### config.mk
export PLATFORM = sky130hd
export DESIGN_NAME = seq_bin2bcd
export DESIGN_NICKNAME = d
export VERILOG_FILES = /design/src/rtl/seq_bin2bcd_pkg.sv /design/src/rtl/seq_bin2bcd_add3.sv /design/src/rtl/seq_bin2bcd.sv
export SDC_FILE = /design/constraint.sdc
export NUM_CORES = 1
export LEC_CHECK = 0
export BUFFER_PORTS_ARGS = -buffer_cell sky130_fd_sc_hd__buf_2
export CORE_MARGIN = 4
export CORE_UTILIZATION = 64
export CTS_BUF_LIST = sky130_fd_sc_hd__clkbuf_4
export CTS_CLUSTER_SIZE = 12
export DETAILED_ROUTE_END_ITERATION = 12
export GPL_TIMING_DRIVEN = 0
export PLACE_DENSITY = 0.86
export SYNTH_ARGS = -nofsm -noshare
export SYNTH_HDL_FRONTEND = slang
export SYNTH_SLANG_ARGS = --single-unit
### constraint.sdc
create_clock -name CLOCK_50 -period 3.7 [get_ports CLOCK_50]
set_clock_uncertainty 0.1 [all_clocks]
set_input_delay 0.74 -clock CLOCK_50 [delete_from_list [all_inputs] [get_ports CLOCK_50]]
set_output_delay 0.74 -clock CLOCK_50 [all_outputs]
set_load 0.01 [all_outputs]
### src/rtl/seq_bin2bcd_pkg.sv
// Shared calculator definitions: FSM encodings, display glyph codes and default operand sizes.
package seq_bin2bcd_pkg;

  typedef enum logic [1:0] {
    S_IDLE  = 2'd0,
    S_LOAD  = 2'd1,
    S_SHIFT = 2'd2,
    S_DONE  = 2'd3
  } state_e;

  localparam logic [3:0] MINUS_GLYPH = 4'b1010;
  localparam logic [3:0] BLANK_GLYPH = 4'b1100;

  localparam int DEF_BIN_W  = 9;
  localparam int DEF_DIGITS = 3;

  function automatic logic bcd_digit_invalid(input logic [3:0] d);
    return d > 4'd9;
  endfunction

endpackage

### src/rtl/seq_bin2bcd_add3.sv
// Double-dabble correction cell: a digit of 5 or more gets +3 before the next left shift.
module bcd_add3 (
  input  logic [3:0] d_i,
  output logic [3:0] d_o
);

  assign d_o = (d_i >= 4'd5) ? d_i + 4'd3 : d_i;

endmodule

### src/rtl/seq_bin2bcd.sv
// Multi-cycle signed binary -> sign + BCD converter behind a start/done handshake.
// start accepted at edge N gives a done pulse in cycle N+BIN_W+2; start is ignored unless idle.
module seq_bin2bcd
  import seq_bin2bcd_pkg::*;
#(
  parameter int BIN_W  = DEF_BIN_W,
  parameter int DIGITS = DEF_DIGITS
) (
  input  logic                  CLOCK_50,
  input  logic                  resetn,
  input  logic                  start,
  input  logic [BIN_W-1:0]      bin_in,
  output logic                  busy,
  output logic                  done,
  output logic [4*DIGITS-1:0]   bcd_out,
  output logic                  neg,
  output logic                  ovf
);

  localparam int SW = 4*DIGITS + 1;
  localparam int CW = $clog2(BIN_W + 1);

  state_e              state_q, state_d;
  logic [SW-1:0]       scr_q, scr_d;
  logic [BIN_W-1:0]    mag_q, mag_d;
  logic [CW-1:0]       cnt_q, cnt_d;
  logic                negr_q, negr_d;
  logic                lost_q, lost_d;
  logic                busy_q, busy_d;
  logic                done_q, done_d;
  logic [4*DIGITS-1:0] bcd_q, bcd_d;
  logic                neg_q, neg_d;
  logic                ovf_q, ovf_d;

  logic [4*DIGITS-1:0] adj_dig;
  logic [SW-1:0]       adj;
  logic                dig_bad;

  for (genvar g = 0; g < DIGITS; g++) begin : g_add3
    bcd_add3 u_add3 (
      .d_i (scr_q[4*g +: 4]),
      .d_o (adj_dig[4*g +: 4])
    );
  end

  // The top scratch bit is the overflow carry and never gets corrected.
  assign adj = {scr_q[SW-1], adj_dig};

  always_comb begin
    dig_bad = 1'b0;
    for (int i = 0; i < DIGITS; i++) begin
      dig_bad = dig_bad | bcd_digit_invalid(scr_q[4*i +: 4]);
    end
  end

  always_comb begin
    state_d = state_q;
    scr_d   = scr_q;
    mag_d   = mag_q;
    cnt_d   = cnt_q;
    negr_d  = negr_q;
    lost_d  = lost_q;
    busy_d  = busy_q;
    done_d  = 1'b0;
    bcd_d   = bcd_q;
    neg_d   = neg_q;
    ovf_d   = ovf_q;
    unique case (state_q)
      S_IDLE: begin
        if (start) begin
          mag_d   = bin_in;
          busy_d  = 1'b1;
          state_d = S_LOAD;
        end
      end
      S_LOAD: begin
        // Negating the most negative value wraps to itself, which read unsigned is the right magnitude.
        negr_d  = mag_q[BIN_W-1];
        mag_d   = mag_q[BIN_W-1] ? -mag_q : mag_q;
        scr_d   = '0;
        lost_d  = 1'b0;
        cnt_d   = CW'(BIN_W);
        state_d = S_SHIFT;
      end
      S_SHIFT: begin
        scr_d  = {adj[SW-2:0], mag_q[BIN_W-1]};
        mag_d  = {mag_q[BIN_W-2:0], 1'b0};
        lost_d = lost_q | adj[SW-1];
        cnt_d  = cnt_q - CW'(1);
        if (cnt_q == CW'(1)) begin
          state_d = S_DONE;
        end
      end
      S_DONE: begin
        bcd_d   = scr_q[SW-2:0];
        neg_d   = negr_q;
        ovf_d   = lost_q | scr_q[SW-1] | dig_bad;
        done_d  = 1'b1;
        busy_d  = 1'b0;
        state_d = S_IDLE;
      end
      default: state_d = S_IDLE;
    endcase
  end

  always_ff @(posedge CLOCK_50 or negedge resetn) begin
    if (!resetn) begin
      state_q <= S_IDLE;
      scr_q   <= '0;
      mag_q   <= '0;
      cnt_q   <= '0;
      negr_q  <= 1'b0;
      lost_q  <= 1'b0;
      busy_q  <= 1'b0;
      done_q  <= 1'b0;
      bcd_q   <= '0;
      neg_q   <= 1'b0;
      ovf_q   <= 1'b0;
    end else begin
      state_q <= state_d;
      scr_q   <= scr_d;
      mag_q   <= mag_d;
      cnt_q   <= cnt_d;
      negr_q  <= negr_d;
      lost_q  <= lost_d;
      busy_q  <= busy_d;
      done_q  <= done_d;
      bcd_q   <= bcd_d;
      neg_q   <= neg_d;
      ovf_q   <= ovf_d;
    end
  end

  assign busy    = busy_q;
  assign done    = done_q;
  assign bcd_out = bcd_q;
  assign neg     = neg_q;
  assign ovf     = ovf_q;

endmodule

---- Word level (Yosys, flattened, before mapping) ----
Index checks and enable logic that the tools add are counted.
word-level totals
  register bits after elaboration ......... 46
  bits of input ports ..................... 12
  output and inout bits ................... 16
  word-level logic and storage cells ...... 57
cells by class
  add/subtract/negate cells ............... 5
  $lt $le $gt $ge ......................... 6
  eq/ne operators ......................... 7
  multiplexer cells ....................... 15
  bitwise logic cells ..................... 4
  reduce and logical (&&, ||, !) cells .... 8
operators by type and width
  operator                                                               count
  9-bit case mux with 3 select lines                                     1
  13-bit case mux with 2 select lines                                    1
  9-bit 2-to-1 mux                                                       2
  4-bit by 2-bit adder with 4-bit output, second input constant          3
  4-bit by 3-bit >= comparator with 1-bit output, second input constant  3
  4-bit greater-than comparator, second input constant                   3
  4-bit 2-to-1 mux                                                       3
  9-bit negator                                                          1
  2-bit case mux with 4 select lines                                     1
  4-bit case mux with 2 select lines                                     1
  2-bit != test, second input constant                                   3
  2-bit AND reduction                                                    3
  2-bit equality test, second input constant                             2
  4-bit by 1-bit equality test with 1-bit output, second input constant  1
  2-bit 2-to-1 mux                                                       2
  1-bit OR                                                               4
  1-bit case mux with 2 select lines                                     2
  2-bit nonzero test                                                     2
  4-bit by 1-bit subtractor with 4-bit output, second input constant     1
  3-bit AND reduction                                                    1
  3-bit nonzero test                                                     1
  2-bit by 1-bit equality test with 1-bit output, second input constant  1
  2-bit zero test                                                        1
  1-bit 2-to-1 mux                                                       2

---- Depth between registers and ports, before layout ----
Gate-level depths: netlist (run 1).
  depth after elaboration ................. 4
  depth in mapped cells ................... 7
  depth with buffers taken out ............ 6

---- Modules after synthesis ----
Synthesis (run 1) repeated with hierarchy kept, for this count alone.
second synthesis, totals
  cells, all modules ...................... 233
  area, all modules ....................... 2394.8 um^2
modules (own cells, without submodules)
  module       instances  cells each  area each (um^2)  seq. area each (um^2)
  seq_bin2bcd  1          185         2090.8            1151.1
  bcd_add3     3          16          101.3             0.0

---- Least setup slack after synthesis (run 1) ----
OpenSTA, ideal clock, no wires.
  path kind ............................... flip-flop to flip-flop
  from .................................... register state_q[0]
  to ...................................... register mag_q[2]
  library setup time ...................... 128 ps
  data arrival time ....................... 1467 ps
  data required time ...................... 3472 ps
  setup slack ............................. 2005 ps
  cell stages (with the launch flop) ...... 7
  path buffers ............................ 1
  clock period less this slack ............ 1695 ps
  path through ............................ dfrtp_1 -> inv_1 -> ha_1 -> and3_2 -> buf_4 -> a221oi_1 -> o22ai_1
on the way
  word-level cells in the longest chain between the ends .. 3
  elaborated cells on any way between the ends .. 8
  classes of those cells .................. eq/ne (4); mux (1); reduce/logical (3)
RTL lines
  item                                                                          RTL line            text
  start, declared                                                               seq_bin2bcd.sv:23   state_e state_q, state_d;
  start signal, assigned                                                        seq_bin2bcd.sv:120  state_q <= state_d;
  2-bit by 1-bit equality test with 1-bit output, or another cell as far along  seq_bin2bcd.sv:68   unique case (state_q)
  2-bit != test (no source line) or 3-bit nonzero test (tied branches)          --
  3-bit AND reduction (no source line)                                          --
  end signal, assigned                                                          seq_bin2bcd.sv:122  mag_q <= mag_d;
  end, declared                                                                 seq_bin2bcd.sv:25   logic [BIN_W-1:0] mag_q, mag_d;
Parallel ways exist; a longest one is shown, timed or not.
A chain may end at the register's enable or synchronous reset.

---- Worst setup path after layout (run 1) ----
  from .................................... register state_q[0]
  to ...................................... register mag_q[1]
Same word-level chain as after synthesis.

==> results of run 1 <==
power by group through the flow:
stage          sequential (µW)  combinational [µW]  clock (µW)
2_1_floorplan              752                 754           0
5_1_grt                    768                1150         240
3_3_place_gp               753                1000           0
4_1_cts                    748                1040         221
3_5_place_dp               759                1040           0
6_report                   752                1040         212
flip-flops by register name, summed over array words and instances, names as in the netlist:
register,count
bcd_out,12
scr_q,13
neg,1
busy,1
ovf,1
cnt_q,4
lost_q,1
negr_q,1
state_q,2
mag_q,9
done,1
cells by family (layout without fill, tap and decap cells):
group / Yosys count / after routing
buf+inv: 28 / 61
mux: 18 / 18
fa+ha+maj: 14 / 14
flops: 46 / 46
compound gates: 72 / 72
simple gates: 54 / 54
xor+xnor: 3 / 3
metrics by stage:
stage           util  hold slack (ps)  area (µm²)
6_report       0.729              417        2670
2_1_floorplan      -              344        2430
4_1_cts        0.729              421        2670
3_3_place_gp   0.718              384        2630
3_5_place_dp   0.718              394        2630
5_1_grt        0.729              434        2670
cell type report:
cell class              count  area (µm²)
plain buffers               9        55.1
clock buffers               5        37.5
clock inverters             1        3.75
fillers                   278         991
inverters                  19        71.3
multi-input cells         161        1160
flip-flops and latches     46        1150
well taps                  48        60.1
repair buffers             27         135
worst max-delay path by stage:
| stage | start | end | slack [ps] |
|---|---|---|---|
| 6_report | state_q[0] | mag_q[1] | 1570 |
| 5_1_grt | state_q[0] | mag_q[1] | 1390 |
| 4_1_cts | state_q[0] | mag_q[1] | 1590 |
| 3_5_place_dp | state_q[0] | mag_q[0] | 1630 |
| 3_3_place_gp | state_q[0] | mag_q[1] | 1680 |
| 2_1_floorplan | state_q[0] | mag_q[2] | 2000 |
worst max-delay path, cell delays in order, from the launching register on:
cell and delay [ps]:
dfrtp_1 440, inv_1 140, ha_1 160, buf_4 170
inv_1 170, nor2_1 500, a222oi_1 170, o21ai_0 200
synth_stat cells, drive strengths merged (2+ instances only):
cell type  instances  area share
nor2              12       0.019
nor3b              3      0.0093
a22o               6       0.022
mux2              14       0.065
nor3               7       0.016
and3               4       0.011
o21ai             21       0.043
a211oi             3      0.0093
nand2b             6       0.015
ha                14       0.072
nor4               2       0.011
mux2i              4       0.016
xnor2              3       0.011
a21oi             18       0.037
nand3              4      0.0082
dfrtp             46        0.47
a41oi              2      0.0072
o22ai              9       0.023
a211o              2       0.011
nand2             13       0.020
buf                9       0.023
inv               19       0.029
a31oi              2      0.0051
routing by layer:
metal	up-vias	global-route usage	share of wire
met4	0	0.0894	0.014
met5	-	0	0
met1	926	0.277	0.43
met2	50	0.345	0.50
li1	913	-	-
met3	6	0.0478	0.055
==> qor.csv, run 1 <==
metric,value,unit
final_common_cell,dfrtp_1,
hp-class,reg2reg,
power,2000,µW
p_per_area,750,mW/mm²
ff2ff_path_depth,7,
synth-edff-count,0,
initial_core_util,0.665,
synth_fa_ha_area_frac,0.0720,
postRouteWirelength,4940,µm
synthSimpleGateAreaFrac,0.118,
cp-end-kind,flop,
area_growth,9.72,%
fin_ws,1570,ps
syn_nets,261,
port-buffer-count,27,
drtIter0Drc,158,
swShare,0.448,
synth_top_family_by_area,compound AO/OA/AOI/OAI gates,
r2r_start,state_q[0],
crit_fanout,10,
cts_setup_buffers,0,
drc,0,
cts_made_buffers,5,
start_kind,flop,
cts_sinks,46,
hold_viol_final,0,
power_frac_seq,0.375,
ys_seq_area_frac,0.473,
r2r-end,mag_q[1],
status,finished clean,
r2r_slack,1570,ps
place_hpwl,3580,µm
gp_congestion,0.871,
via_per_inst,6.00,
first_pass_iters,4,
fin_crit_sh,0.576,
synth.distinct_cells,43,
drv_slew,0,
insertion_delay,350,ps
vias,1895,
placedCellCount,310,
synth_compound_area_frac,0.193,
instances_no_fill,316,
die_h,69.7,µm
p_clk_frac,0.106,
layout.nets,295,
grt_antenna_before_repair,0,
syn_avg_cell_area,10.4,µm²
hold_end,bcd_out[10],
synthArstFlopShare,1.00,
finalCriticalPeriod,2130,ps
cts.path.max_buffers,2,
core,0.00366,mm²
fp-row-count,22,
drive_gt1_frac,0.224,
intPower,1110,µW
cp.required,3880,ps
clk_pin_slew,120,ps
setup_violations,0,
rsz0062_at_grt,false,
yosysWarningCount,0,
io_pins,28,
cts_hold_buffers,0,
vdd_ir_drop_max,0.543,mV
worst_slew_pin_slew,988,ps
switchingPower,897,µW
synthCells,235,
fmax,469,MHz
h-tree-depth,2,
cts_tree,built,
detail_route.wl_per_cell,15.6,µm
detailedPlace.worstSlack,1630,ps
grt_max_degree,47,
min_from,bcd_out[10],
final_cell_mix,"dfrtp_1 (46), buf_2 (32), o21ai_0 (21), inv_1 (18), a21oi_1 (18)",
combPwrFrac,0.519,
ctsResizeCount,0,
synth.ff_latch_count,46,
dieArea,0.00485,mm²
synth_area,0.00243,mm²
grt_usage,0.214,
worstSetupPathType,reg2reg,
gr-total-overflow,0,
slew_headroom,0.341,
arrival,2310,ps
p_leak,0.00130,µW
die_w,69.7,µm
grt_first_pass_wirelength,8310,µm
synth_mux_area_frac,0.0812,
holdPathStages,1,
setup-tns-final,0,ps
grt_pass1_vias,1853,
cts_root_buf,clkbuf_4,
maxCapViolCount,0,
antenna_cells,0,
synth_xor_area_frac,0.0108,
synth_top_flop_cell,dfrtp_1,
antenna_left,0,
Note: power is estimated with default switching activity, not from simulation.
==> run 2, diff against run 1 <==
ABC_AREA = 1   (was default)
CORE_UTILIZATION = 60   (was 64)
PLACE_DENSITY = 0.81   (was 0.86)
clock period = 2 ns   (was 3.7 ns; I/O delays follow)
==> qor.csv, run 2 <==
metric,value,unit,change
met3_usage,0.0317,,-0.0161
grt_pass1_vias,2024,,+9.2%
synth.ff_latch_count,46,,unchanged
yosys-top-cells-count,"nand2_1 (72), dfrtp_1 (46), o21ai_0 (40)",,
hold_viol_final,0,,unchanged
use_met1,0.295,,+0.0175
status,finished clean,,
cts.path.max_buffers,2,,unchanged
synth.area.top_cells,"dfrtp_1 (46%), nand2_1 (11%), o21ai_0 (7.9%), ha_1 (6.9%), inv_1 (5.3%)",,
syn_avg_cell_area,8.26,µm²,-20%
cp.required,2160,ps,-1720 ps
start_kind,flop,,
vdd_ir_drop_max,0.740,mV,+36%
power_frac_seq,0.352,,-0.023
cts_setup_buffers,0,,unchanged
die_w,72.9,µm,+4.6%
largest_register,scr_q,,
drtIter0Drc,141,,-11%
synth_top_flop_cell,dfrtp_1,,
intPower,1990,µW,+80%
p_clk_frac,0.115,,+0.009
syn_nets,332,,+27%
busiest_layer,met2,,
gp_congestion,0.851,,-2.3%
cts_root_buf,clkbuf_4,,
layout.nets,366,,+24%
synth-edff-count,0,,unchanged
startpoint,state_q[0],,
port-buffer-count,27,,unchanged
detailedPlace.worstSlack,238,ps,-1400 ps
ys_seq_area_frac,0.455,,-0.0176
synthCells,306,,+30%
swShare,0.470,,+0.0221
cts_tree,built,,
core,0.00403,mm²,+10%
synthArstFlopShare,1.00,,unchanged
synth.distinct_cells,31,,-28%
antenna_left,0,,unchanged
fin_hold_ws,89.8,ps,-327 ps
largest_reg_flops,13,,unchanged
via_per_inst,5.43,,-9.5%
setup-tns-final,0,ps,unchanged
detail_route.wl_per_cell,13.6,µm,-13%
yosysWarningCount,0,,unchanged
p_per_area,1360,mW/mm²,+81%
die_h,72.9,µm,+4.6%
drc,0,,unchanged
synth_area,0.00253,mm²,+3.9%
ctsResizeCount,0,,unchanged
initial_core_util,0.627,,-0.0374
grt_max_degree,47,,unchanged
placedInstanceArea,0.00273,mm²,+3.7%
gr-total-overflow,0,,unchanged
met2_usage,0.362,,+0.0164
postRouteWirelength,5300,µm,+7.2%
setup_violations,0,,unchanged
dieArea,0.00531,mm²,+9.5%
arrival,1930,ps,-380 ps
synth_top_area_frac,0.455,,-0.0176
cts_sinks,46,,unchanged
p_leak,0.00140,µW,+7.5%
hp-class,in2async,,
drv_slew,0,,unchanged
drive_gt1_frac,0.174,,-0.0504
maxCapViolCount,0,,unchanged
combPwrFrac,0.533,,+0.014
fin_area,0.00277,mm²,+3.8%
fin_crit_sh,0.887,,+0.311
place_hpwl,3850,µm,+7.6%
fmax,564,MHz,+20%
synth_area_leader_cell,dfrtp_1,,
clk_pin_slew,130,ps,about the same
h-tree-depth,2,,unchanged
switchingPower,1770,µW,+97%
cts_hold_buffers,0,,unchanged
antenna_cells,0,,unchanged
grt_antenna_before_repair,0,,unchanged
worstSetupPathType,reg2reg,,
worst_slew_pin_slew,1010,ps,+25.6 ps
rsz0062_at_grt,false,,
insertion_delay,360,ps,about the same
yosysMostFrequentCell,nand2_1,,
r2r_start,state_q[0],,
finalCriticalPeriod,1770,ps,-358 ps
slew_headroom,0.324,,-0.0171
final_common_cell,nand2_1,,
vias,2117,,+12%
fin_ws,226,ps,-1340 ps
grt_first_pass_wirelength,9080,µm,+9.2%
fp-row-count,23,,+4.5%
grt_usage,0.220,,+0.00609
cts_made_buffers,5,,unchanged
area_growth,9.70,%,about the same
crit_fanout,10,,unchanged
final_cell_mix,"nand2_1 (72), dfrtp_1 (46), o21ai_0 (40), inv_1 (36), buf_2 (30)",,
cp-end-kind,flop,,
io_pins,28,,unchanged
first_pass_iters,5,,+1
## run 2: cell types whose count changed after synthesis, sizes merged, moves of 6 or more
cell	change
nor2	+13
nand2b	-6
o21ai	+23
nand2	+61
a21oi	-8
a22o	-6
o211ai	+7
inv	+21
mux2	-14
nand3	+12
## run 2: final timing paths
kind | end | slack (ps) | cells past startpoint
min in group CLOCK_50 | mag_q[0] | 160 | 3
worst max register to register | scr_q[6] | 230 | 8
worst max-delay path | scr_q[6] | 230 | 8
max in group asynchronous | cnt_q[1] | 1090 | 1
worst min-delay path | bcd_out[11] | 90 | 1
worst min register to register | neg | 380 | 2
## run 2: worst max-delay path, cell delays in order (launching register included)
cell and delay, ps:
dfrtp_1 410, inv_1 100, ha_1 330, buf_4 190, nand2_4 130, inv_4 70
buf_6 140, o211ai_1 80, o21ai_0 100
## run 2: power by group through the flow
stage	Combinational (µW)	Sequential (µW)	Clock, µW
after floorplan	1500	1330	0
after global placement	1950	1330	0
after detailed placement	2000	1340	0
after CTS	2010	1320	436
after global routing	2280	1350	474
final	2000	1320	432
## run 2: cell families after synthesis
family	share of synthesized area
buf+inv	0.0812
flops	0.455
compound gates	0.165
simple gates	0.229
fa+ha+maj	0.0693
## run 2: area by class of cell
class | instances | area (µm²)
Fill cell | 347 | 1260
Multi-Input combinational cell | 213 | 1170
Sequential cell | 46 | 1150
Inverter | 40 | 153
Timing Repair Buffer | 27 | 135
Tap cell | 50 | 62.6
Buffer | 7 | 52.6
Clock buffer | 5 | 37.5
Clock inverter | 2 | 10.0
## run 2: metrics by stage
step / instances / utilization / power, µW
2_1_floorplan: 306 / - / 2830
3_3_place_gp: 383 / 0.676 / 3270
3_5_place_dp: 383 / 0.676 / 3340
4_1_cts: 390 / 0.688 / 3760
5_1_grt: 390 / 0.688 / 4110
6_report: 390 / 0.688 / 3760
## run 2: metal layers
metal  up-vias  routed length, µm
met4         0                 80
met1       981               2450
met3         8                269
met2        55               2500
met5         -                  0
li1       1073                  -
==> run 3, diff against run 2 <==
RECOVER_POWER = 100   (was default)
==> qor.csv, run 3 (synthesized netlist as in run 2, its figures left out) <==
metric,value,unit,change
status,finished clean,,
detail_route.wl_per_cell,13.5,µm,-0.83%
insertion_delay,370,ps,about the same
placedCellCount,383,,unchanged
start_kind,flop,,
via_per_inst,5.46,,+0.61%
fin_crit_sh,0.906,,+0.0191
p_per_area,1350,mW/mm²,-0.38%
postRouteWirelength,5250,µm,-0.83%
largest_reg_flops,13,,unchanged
clk_pin_slew,140,ps,about the same
fmax,552,MHz,-2.1%
p_leak,0.00132,µW,-5.2%
ctsResizeCount,0,,unchanged
cts.path.max_buffers,2,,unchanged
fin_ws,188,ps,-38.1 ps
hold_viol_final,0,,unchanged
vias,2130,,+0.61%
drc,0,,unchanged
cp-end-kind,flop,,
final_cell_mix,"nand2_1 (72), dfrtp_1 (46), o21ai_0 (40), inv_1 (38), nor2_1 (20)",,
fin_area,0.00274,mm²,-1.1%
cts_sinks,46,,unchanged
largest_register,scr_q,,
multi_input_area,0.00117,mm²,unchanged
die_h,72.9,µm,unchanged
instances_no_fill,390,,unchanged
cp.required,2220,ps,+60 ps
cts_hold_buffers,0,,unchanged
cts_setup_buffers,0,,unchanged
grt_usage,0.220,,unchanged
regArea,0.00115,mm²,unchanged
antenna_cells,0,,unchanged
cts_tree,built,,
grt_antenna_before_repair,0,,unchanged
hp-class,in2async,,
arrival,2030,ps,+100 ps
detailedPlace.worstSlack,238,ps,unchanged
crit_fanout,10,,unchanged
gr-total-overflow,0,,unchanged
h-tree-depth,2,,unchanged
gp_congestion,0.851,,unchanged
final_common_cell,nand2_1,,
fillers,362,,+4.3%
slew_headroom,0.254,,-0.0703
initial_core_util,0.627,,unchanged
fin_util,0.681,,-0.00745
antenna_left,0,,unchanged
drv_slew,0,,unchanged
io_pins,28,,unchanged
rsz0062_at_grt,false,,
place_hpwl,3850,µm,unchanged
worstSetupPathType,reg2reg,,
port-buffer-count,27,,unchanged
setup-tns-final,0,ps,unchanged
first_pass_iters,4,,-1
core,0.00403,mm²,unchanged
finalCriticalPeriod,1810,ps,+38.1 ps
grt_pass1_vias,2024,,unchanged
layout.nets,366,,unchanged
grt_max_degree,47,,unchanged
cts_root_buf,clkbuf_4,,
worst_slew_pin_slew,1120,ps,+105 ps
setup_violations,0,,unchanged
die_w,72.9,µm,unchanged
grt_first_pass_wirelength,9080,µm,unchanged
area_growth,8.51,%,
maxCapViolCount,0,,unchanged
drive_gt1_frac,0.112,,-0.0618
fp-row-count,23,,unchanged
cts_made_buffers,5,,unchanged
vdd_ir_drop_max,0.733,mV,-1.0%
dieArea,0.00531,mm²,unchanged
drtIter0Drc,155,,+9.9%
placedInstanceArea,0.00273,mm²,unchanged
-- run 3: layout make-up --
class                           count  area share
Multi-Input combinational cell    213       0.427
Sequential cell                    46       0.420
Inverter                           40      0.0557
Timing Repair Buffer               27      0.0420
Tap cell                           50      0.0228
Buffer                              7      0.0155
Clock buffer                        5      0.0137
Clock inverter                      2     0.00365
-- run 3: worst paths after layout --
kind | from | endpoint | slack (ps) | cells past startpoint
worst max-delay path | state_q[0] | lost_q | 190 | 7
worst min-delay path | resetn | bcd_out[7] | 120 | 1
worst max register to register | state_q[0] | lost_q | 190 | 7
worst min register to register | neg | neg | 380 | 2
max in group asynchronous | resetn | cnt_q[1] | 1000 | 1
min in group CLOCK_50 | bin_in[0] | mag_q[0] | 160 | 3
-- run 3: metal layers --
layer  up-vias  track usage  wire length [µm]
met3         8       0.0317               268
met4         0       0.0799                80
li1       1076            -                 -
met1       989        0.295              2430
met5         -            0                 0
met2        57        0.362              2480
-- run 3: report_power, final --
group          total [µW]  internal, µW  switching, µW
Clock                 436           127            309
Combinational        1940           657           1290
Sequential           1320          1160            168
-- run 3: stage by stage --
| stage | hold WS, ps | power, µW |
|---|---|---|
| floorplan | 4.41 | 2830 |
| global placement | 351 | 3270 |
| detailed placement | 354 | 3340 |
| CTS | 120 | 3760 |
| global route | 193 | 4050 |
| finish | 120 | 3700 |
-- run 3: critical path, stage by stage, from the launching register on --
cell and delay, ps:
dfrtp_1 410, inv_1 100, ha_1 320, inv_1 250
buf_4 240, a21oi_1 70, or2_1 200, inv_1 60
